File: config.mk
export PLATFORM = sky130hd
export DESIGN_NAME = jk_universal_register
export DESIGN_NICKNAME = d
export VERILOG_FILES = /design/src/rtl/jk_universal_register.sv
export SDC_FILE = /design/constraint.sdc
export NUM_CORES = 1
export LEC_CHECK = 0
export ABC_AREA = 1
export ABC_CLOCK_PERIOD_IN_PS = 5200
export CAP_MARGIN = 40
export CORE_ASPECT_RATIO = 2
export CORE_UTILIZATION = 30
export CTS_BUF_LIST = sky130_fd_sc_hd__clkbuf_16
export CTS_CLUSTER_DIAMETER = 60
export DETAILED_ROUTE_END_ITERATION = 8
export GPL_TIMING_DRIVEN = 0
export PLACE_DENSITY = 0.63
export SLEW_MARGIN = 15
export SYNTH_ARGS = -nofsm -noshare
export SYNTH_HDL_FRONTEND = slang
export SYNTH_SLANG_ARGS = --single-unit
File: constraint.sdc
create_clock -name Ck -period 5.2 [get_ports Ck]
set_input_delay 1.04 -clock Ck [delete_from_list [all_inputs] [get_ports Ck]]
set_output_delay 1.04 -clock Ck [all_outputs]
set_load 0.1 [all_outputs]
File: src/rtl/jk_universal_register.sv
// jk_universal_register
// WIDTH-bit register bank with per-bit JK control, parallel load,
// bidirectional serial shift, wrapping up/down count and bulk invert.
// Also provides a terminal-count flag and a registered per-bit
// change-detect vector that lines up with the Q it describes.
module jk_universal_register #(
    parameter int               WIDTH     = 8,
    parameter logic [WIDTH-1:0] RESET_VAL = {WIDTH{1'b0}}
) (
    input  logic             Ck,
    input  logic             Reset,
    input  logic             En,
    input  logic [2:0]       Mode,
    input  logic [WIDTH-1:0] J,
    input  logic [WIDTH-1:0] K,
    input  logic [WIDTH-1:0] D,
    input  logic             SerIn,
    output logic [WIDTH-1:0] Q,
    output logic [WIDTH-1:0] Qn,
    output logic             SerOut,
    output logic             Tc,
    output logic [WIDTH-1:0] Changed
);

    localparam logic [2:0] MODE_HOLD = 3'b000;
    localparam logic [2:0] MODE_JK   = 3'b001;
    localparam logic [2:0] MODE_LOAD = 3'b010;
    localparam logic [2:0] MODE_SHL  = 3'b011;
    localparam logic [2:0] MODE_SHR  = 3'b100;
    localparam logic [2:0] MODE_UP   = 3'b101;
    localparam logic [2:0] MODE_DOWN = 3'b110;
    localparam logic [2:0] MODE_INV  = 3'b111;

    localparam logic [WIDTH-1:0] ONE_VAL  = {{(WIDTH-1){1'b0}}, 1'b1};
    localparam logic [WIDTH-1:0] ZERO_VAL = {WIDTH{1'b0}};
    localparam logic [WIDTH-1:0] ONES_VAL = {WIDTH{1'b1}};

    logic [WIDTH-1:0] q_q;
    logic [WIDTH-1:0] q_d;
    logic [WIDTH-1:0] changed_q;
    logic [WIDTH-1:0] changed_d;

    // Next-state selection: disabled cycles hold, otherwise the selected operation.
    always_comb begin
        q_d = q_q;
        if (En) begin
            case (Mode)
                MODE_HOLD: q_d = q_q;
                MODE_JK:   q_d = (J & ~q_q) | (~K & q_q);
                MODE_LOAD: q_d = D;
                MODE_SHL:  q_d = {q_q[WIDTH-2:0], SerIn};
                MODE_SHR:  q_d = {SerIn, q_q[WIDTH-1:1]};
                MODE_UP:   q_d = q_q + ONE_VAL;
                MODE_DOWN: q_d = q_q - ONE_VAL;
                MODE_INV:  q_d = ~q_q;
                default:   q_d = q_q;
            endcase
        end else begin
            q_d = q_q;
        end
    end

    // Change-detect: only enabled edges report differences; idle edges clear it.
    always_comb begin
        changed_d = ZERO_VAL;
        if (En) begin
            changed_d = q_d ^ q_q;
        end else begin
            changed_d = ZERO_VAL;
        end
    end

    // State registers; reset wins over every other control on the same edge.
    always_ff @(posedge Ck) begin
        if (Reset) begin
            q_q       <= RESET_VAL;
            changed_q <= ZERO_VAL;
        end else begin
            q_q       <= q_d;
            changed_q <= changed_d;
        end
    end

    // Terminal count: flags that the coming edge will wrap the counter.
    always_comb begin
        Tc = 1'b0;
        if (En && (Mode == MODE_UP) && (q_q == ONES_VAL)) begin
            Tc = 1'b1;
        end else if (En && (Mode == MODE_DOWN) && (q_q == ZERO_VAL)) begin
            Tc = 1'b1;
        end else begin
            Tc = 1'b0;
        end
    end

    // Serial output taps the bit that is about to be shifted out.
    always_comb begin
        SerOut = q_q[0];
        if (Mode == MODE_SHL) begin
            SerOut = q_q[WIDTH-1];
        end else begin
            SerOut = q_q[0];
        end
    end

    assign Q       = q_q;
    assign Qn      = ~q_q;
    assign Changed = changed_q;

endmodule

# --- Word-level counts from Yosys, hierarchy flattened ---
# Index checks and enable logic that the tools add are counted.
totals:
  rom_bits: 0
  elab_cells: 31
  out_inout_bits: 26
  n_memories: 0
  input_bits: 31
  mem_bits_rw: 0
  ff_bits: 16
  latchBits: 0
classes:
  n_bitwise: 7
  shift: 0
  div_mod_pow: 0
  mux: 5
  n_eq_ne: 8
  magnitude_cmp: 0
  add_sub_neg: 2
  multipliers: 0
  n_reduce_logical: 7
op_table:
  columns: ["operator", "n"]
  rows:
  - ["8-bit one-hot mux with 8 select lines", 1]
  - ["8-bit bitwise AND", 2]
  - ["8-bit NOT", 2]
  - ["3-bit == test, second input constant", 4]
  - ["8-bit by 1-bit adder with 8-bit output, second input constant", 1]
  - ["8-bit == test, second input constant", 1]
  - ["8-bit zero test", 1]
  - ["8-bit 2-to-1 mux", 1]
  - ["8-bit OR", 1]
  - ["8-bit by 1-bit subtractor with 8-bit output, second input constant", 1]
  - ["8-bit XOR", 1]
  - ["3-bit by 2-bit == test with 1-bit output, second input constant", 2]
  - ["1-bit logical AND", 4]
  - ["3-bit by 1-bit == test with 1-bit output, second input constant", 1]
  - ["3-bit zero test", 1]
  - ["1-bit 2-to-1 mux", 3]
  - ["2-bit OR reduction", 1]
  - ["1-bit NOT", 1]

# --- Longest topological paths before layout ---
depth:
  depth_word: 6
  depth_mapped: 17
  depth_no_buf: 16

# --- Least setup slack after synthesis ---
# OpenSTA, ideal clock, no wires.
synth_path:
  kind: "reg-to-output"
  start: "register q_q[7], in the netlist Q[7]"
  end: "output SerOut"
  setup_slack_ps: 195
  path_buffers: 1
  arrival_ps: 3965
  stages_incl_launch_ff: 4
  path_cell_list: "dfxtp_1 -> clkbuf_1 -> inv_1 -> o21ai_0"
synth_via:
  elab_chain_cells: 1
synth_lines:
  columns: ["element", "line_no", "source"]
  rows:
  - ["from (decl)", "38", "logic [WIDTH-1:0] q_q;"]
  - ["from (signal assigned)", "79", "q_q <= q_d;"]
  - ["1-bit 2-to-1 mux", "99", "if (Mode == MODE_SHL) begin"]
  - ["to (decl)", "20", "output logic SerOut,"]
# Every way passes these cells.

# --- Worst setup path after layout ---
layout_path:
  start: "input Mode[0]"
  end: "output Tc"
layout_via:
  elab_chain_cells: 5
layout_lines:
  columns: ["element", "line_no", "source"]
  rows:
  - ["from (decl)", "13", "input logic [2:0] Mode,"]
  - ["3-bit == test", "89", "end else if (En && (Mode == MODE_DOWN) && (q_q == ZERO_VAL)) begin"]
  - ["1-bit logical AND (2 in series)", "89", null]
  - ["1-bit 2-to-1 mux", "89", null]
  - ["1-bit 2-to-1 mux *", "87", "if (En && (Mode == MODE_UP) && (q_q == ONES_VAL)) begin"]
  - ["to (decl)", "21", "output logic Tc,"]
# Every way passes the cells marked *; elsewhere a longest branch is shown, timed or not.

==> metrics <==
largest net degree at the start of global routing 11; # hold bufs at CTS 0; Cell Area, Synth 0.001368 mm2; initial antenna violation count 0; Routed Antenna Nets 0; most common cell in the netlist nand2_1; hpwl dp 4.184 mm; Static Leak 0.001080 uW; GPL Wtd Cong 0.9221; fmax 241.1 MHz; Layout area overhead 78.77%; met3 WL 166 um; antenna cells 0; first-pass GRT wire length 8.631 mm; Post-Route WL between 5 and 6 mm; M1 WL 2.117 mm; distinct cell type count after synthesis 30; post-synthesis mux area share 0; post-synthesis xor/xnor area fraction 0.006404; largest family of logic cells by synthesized area simple AND/OR/NAND/NOR gates; Yosys top cell by area dfxtp_1; Port Buf Inserts 54; Max Slew Vio Count 0; Die Area between 0.004 and 0.005 mm2; complex-gate fraction of the synthesized area 0.1903; Synth Area in Simple Gates 0.4446; Die Wd 49.74 um; power per cell area ~250 mW/mm2; MaxCap Viol Count 0; final worst path period need 4147 ps; Post-Synth Adder-Cell Area 0.009149; Worst Setup End Kind output port; WP data arrival 3110 ps; initial detailed-routing violation count 55; fin nets 356; Post-Syn Area per Cell 5.722 um2; CTS Buffer Depth 2; Yosys warning total 0; Highest Signal Layer met4; Mapped Cells 239; TNS Setup 0 ps; Ports 57; #FFs+latches synth 16; CTS tree yes; worst skew pair latency approximately 250 ps; status completed; all-layer global routing usage 0.2344; actual slew at the worst max-slew pin approximately 750 ps; hold crit path type register to register; Die Height 97.48 um; maximum vdd drop 0.0001511 V; gr ovfl total 0; Synth top cells by count nand2_1 (73), inv_1 (24), nor2_1 (22), o21ai_0 (22), nand3_1 (19); slew margin rel. 0.4979; WS Path Type primary input to output port; WL/cell 14.31 um; row count 34; WL met2 2.931 mm; Async SR Flop Fraction 0; Final Cycle Share 0.7975; Synth Flop Type dfxtp_1; Initial Util 0.3152; vias per cell 5.074; CP max FO 10; postcts setup bufs 0; Worst Skew 4.553 ps; drt pass-1 iters 4; Synth top area share 0.2342; Clock Sinks 16; RSZ-0062 raised after global routing no; # H-tree levels 1; CP Launch Type primary input; number of flops mapped to enable cells by yosys 0; vias in the first global route ~1,800; syn_nets approximately 270; FILL cells 450; synth top area cells dfxtp_1 (23%), nand2_1 (20%), o21ai_0 (8.1%); Final Util 0.5634; DR vias 1,913; Setup-failing EPs final 0; required time worst endpoint 4160 ps; proportion of layout cells with a drive suffix above 1 0.1238; clk root buf clkbuf_16; CTS Buf Count 3; Final Hold Fails 0; Core ar. 0.004339 mm2; clk slew on worst S/H paths 50 ps; # DRC 0; sequential area share after synthesis 0.2342; # resized after CTS 0
critical path: stages:
cell,delay [ps]
clkdlybuf4s50_1,540
inv_2,180
nand3_4,100
buf_6,150
nor2_1,120
nand2_1,80
a21oi_1,160
clkdlybuf4s50_1,530
buf_8,200
cell families (layout without fill, tap and decap cells):
family,after synthesis,in the layout
and+or+nand+nor,137,137
xor gates and xnor gates,1,1
adders and majority gates,1,1
AOI/OAI and AO/OA,48,48
DFF,16,16
buffers and inverters,36,120
placed cells by master, fill, tap and decap left out, drive strengths merged:
cell type / count
o21ai: 23
a31oi: 1
xor2: 1
o21bai: 1
a21oi: 15
buf: 33
nor4: 5
nand2: 74
clkdlybuf4s50: 54
dfxtp: 16
nand3: 20
nor3: 6
inv: 25
nor2: 23
ha: 1
clkinv: 2
nand4: 6
o22ai: 4
nand3b: 3
clkbuf: 6
o2111ai: 1
a211oi: 3
routing by layer:
metal,up-vias,track usage
li1,968,-
met1,882,0.2434
met2,50,0.4407
met3,13,0.02660
met4,0,0.1121
met5,-,0
sequential cells by signal, indices dropped and copies added, names as in the netlist:
register / count
Changed: 8
Q: 8
final timing paths:
| kind | start | endpoint | slack (ps) | depth (start not counted) |
|---|---|---|---|---|
| max | Mode[0] | Tc | 1050 | 9 |
| max reg2reg | Q[2] | Changed[5] | 3310 | 13 |
| min | Q[6] | Changed[6] | 610 | 2 |
| min reg2reg | Q[6] | Changed[6] | 610 | 2 |
through the flow:
stage	instances	power, uW	hold WS (ps)	worst slack [ps]	cell area (um2)
finish	377	606.3	612.8	1053	2445
global route	377	628.9	646.2	933.9	2445
CTS	377	607.1	614.9	1053	2445
detailed placement	373	450.4	604.2	1062	2366
global placement	347	401.3	556.2	625.7	1976
floorplan	239	326.3	956.5	195.2	1368
where the power goes:
part           leakage, uW  total [uW]  internal [uW]  switching, uW
Clock            0.0000385         157            102           54.6
Combinational     0.000910         310            112            199
Sequential        0.000132         139            132           7.05
layout make-up:
cell class                      count  area, um2  share of cell area
Buffer                             10      60.06             0.02457
Clock buffer                        3      75.07             0.03071
Clock inverter                      1      3.754            0.001535
Inverter                           26      97.59             0.03992
Multi-Input combinational cell    187      889.6              0.3639
Sequential cell                    16      320.3              0.1310
Tap cell                           54      67.56             0.02764
Timing Repair Buffer               80      930.9              0.3808
No activity file was read; power rests on OpenSTA's default activity.
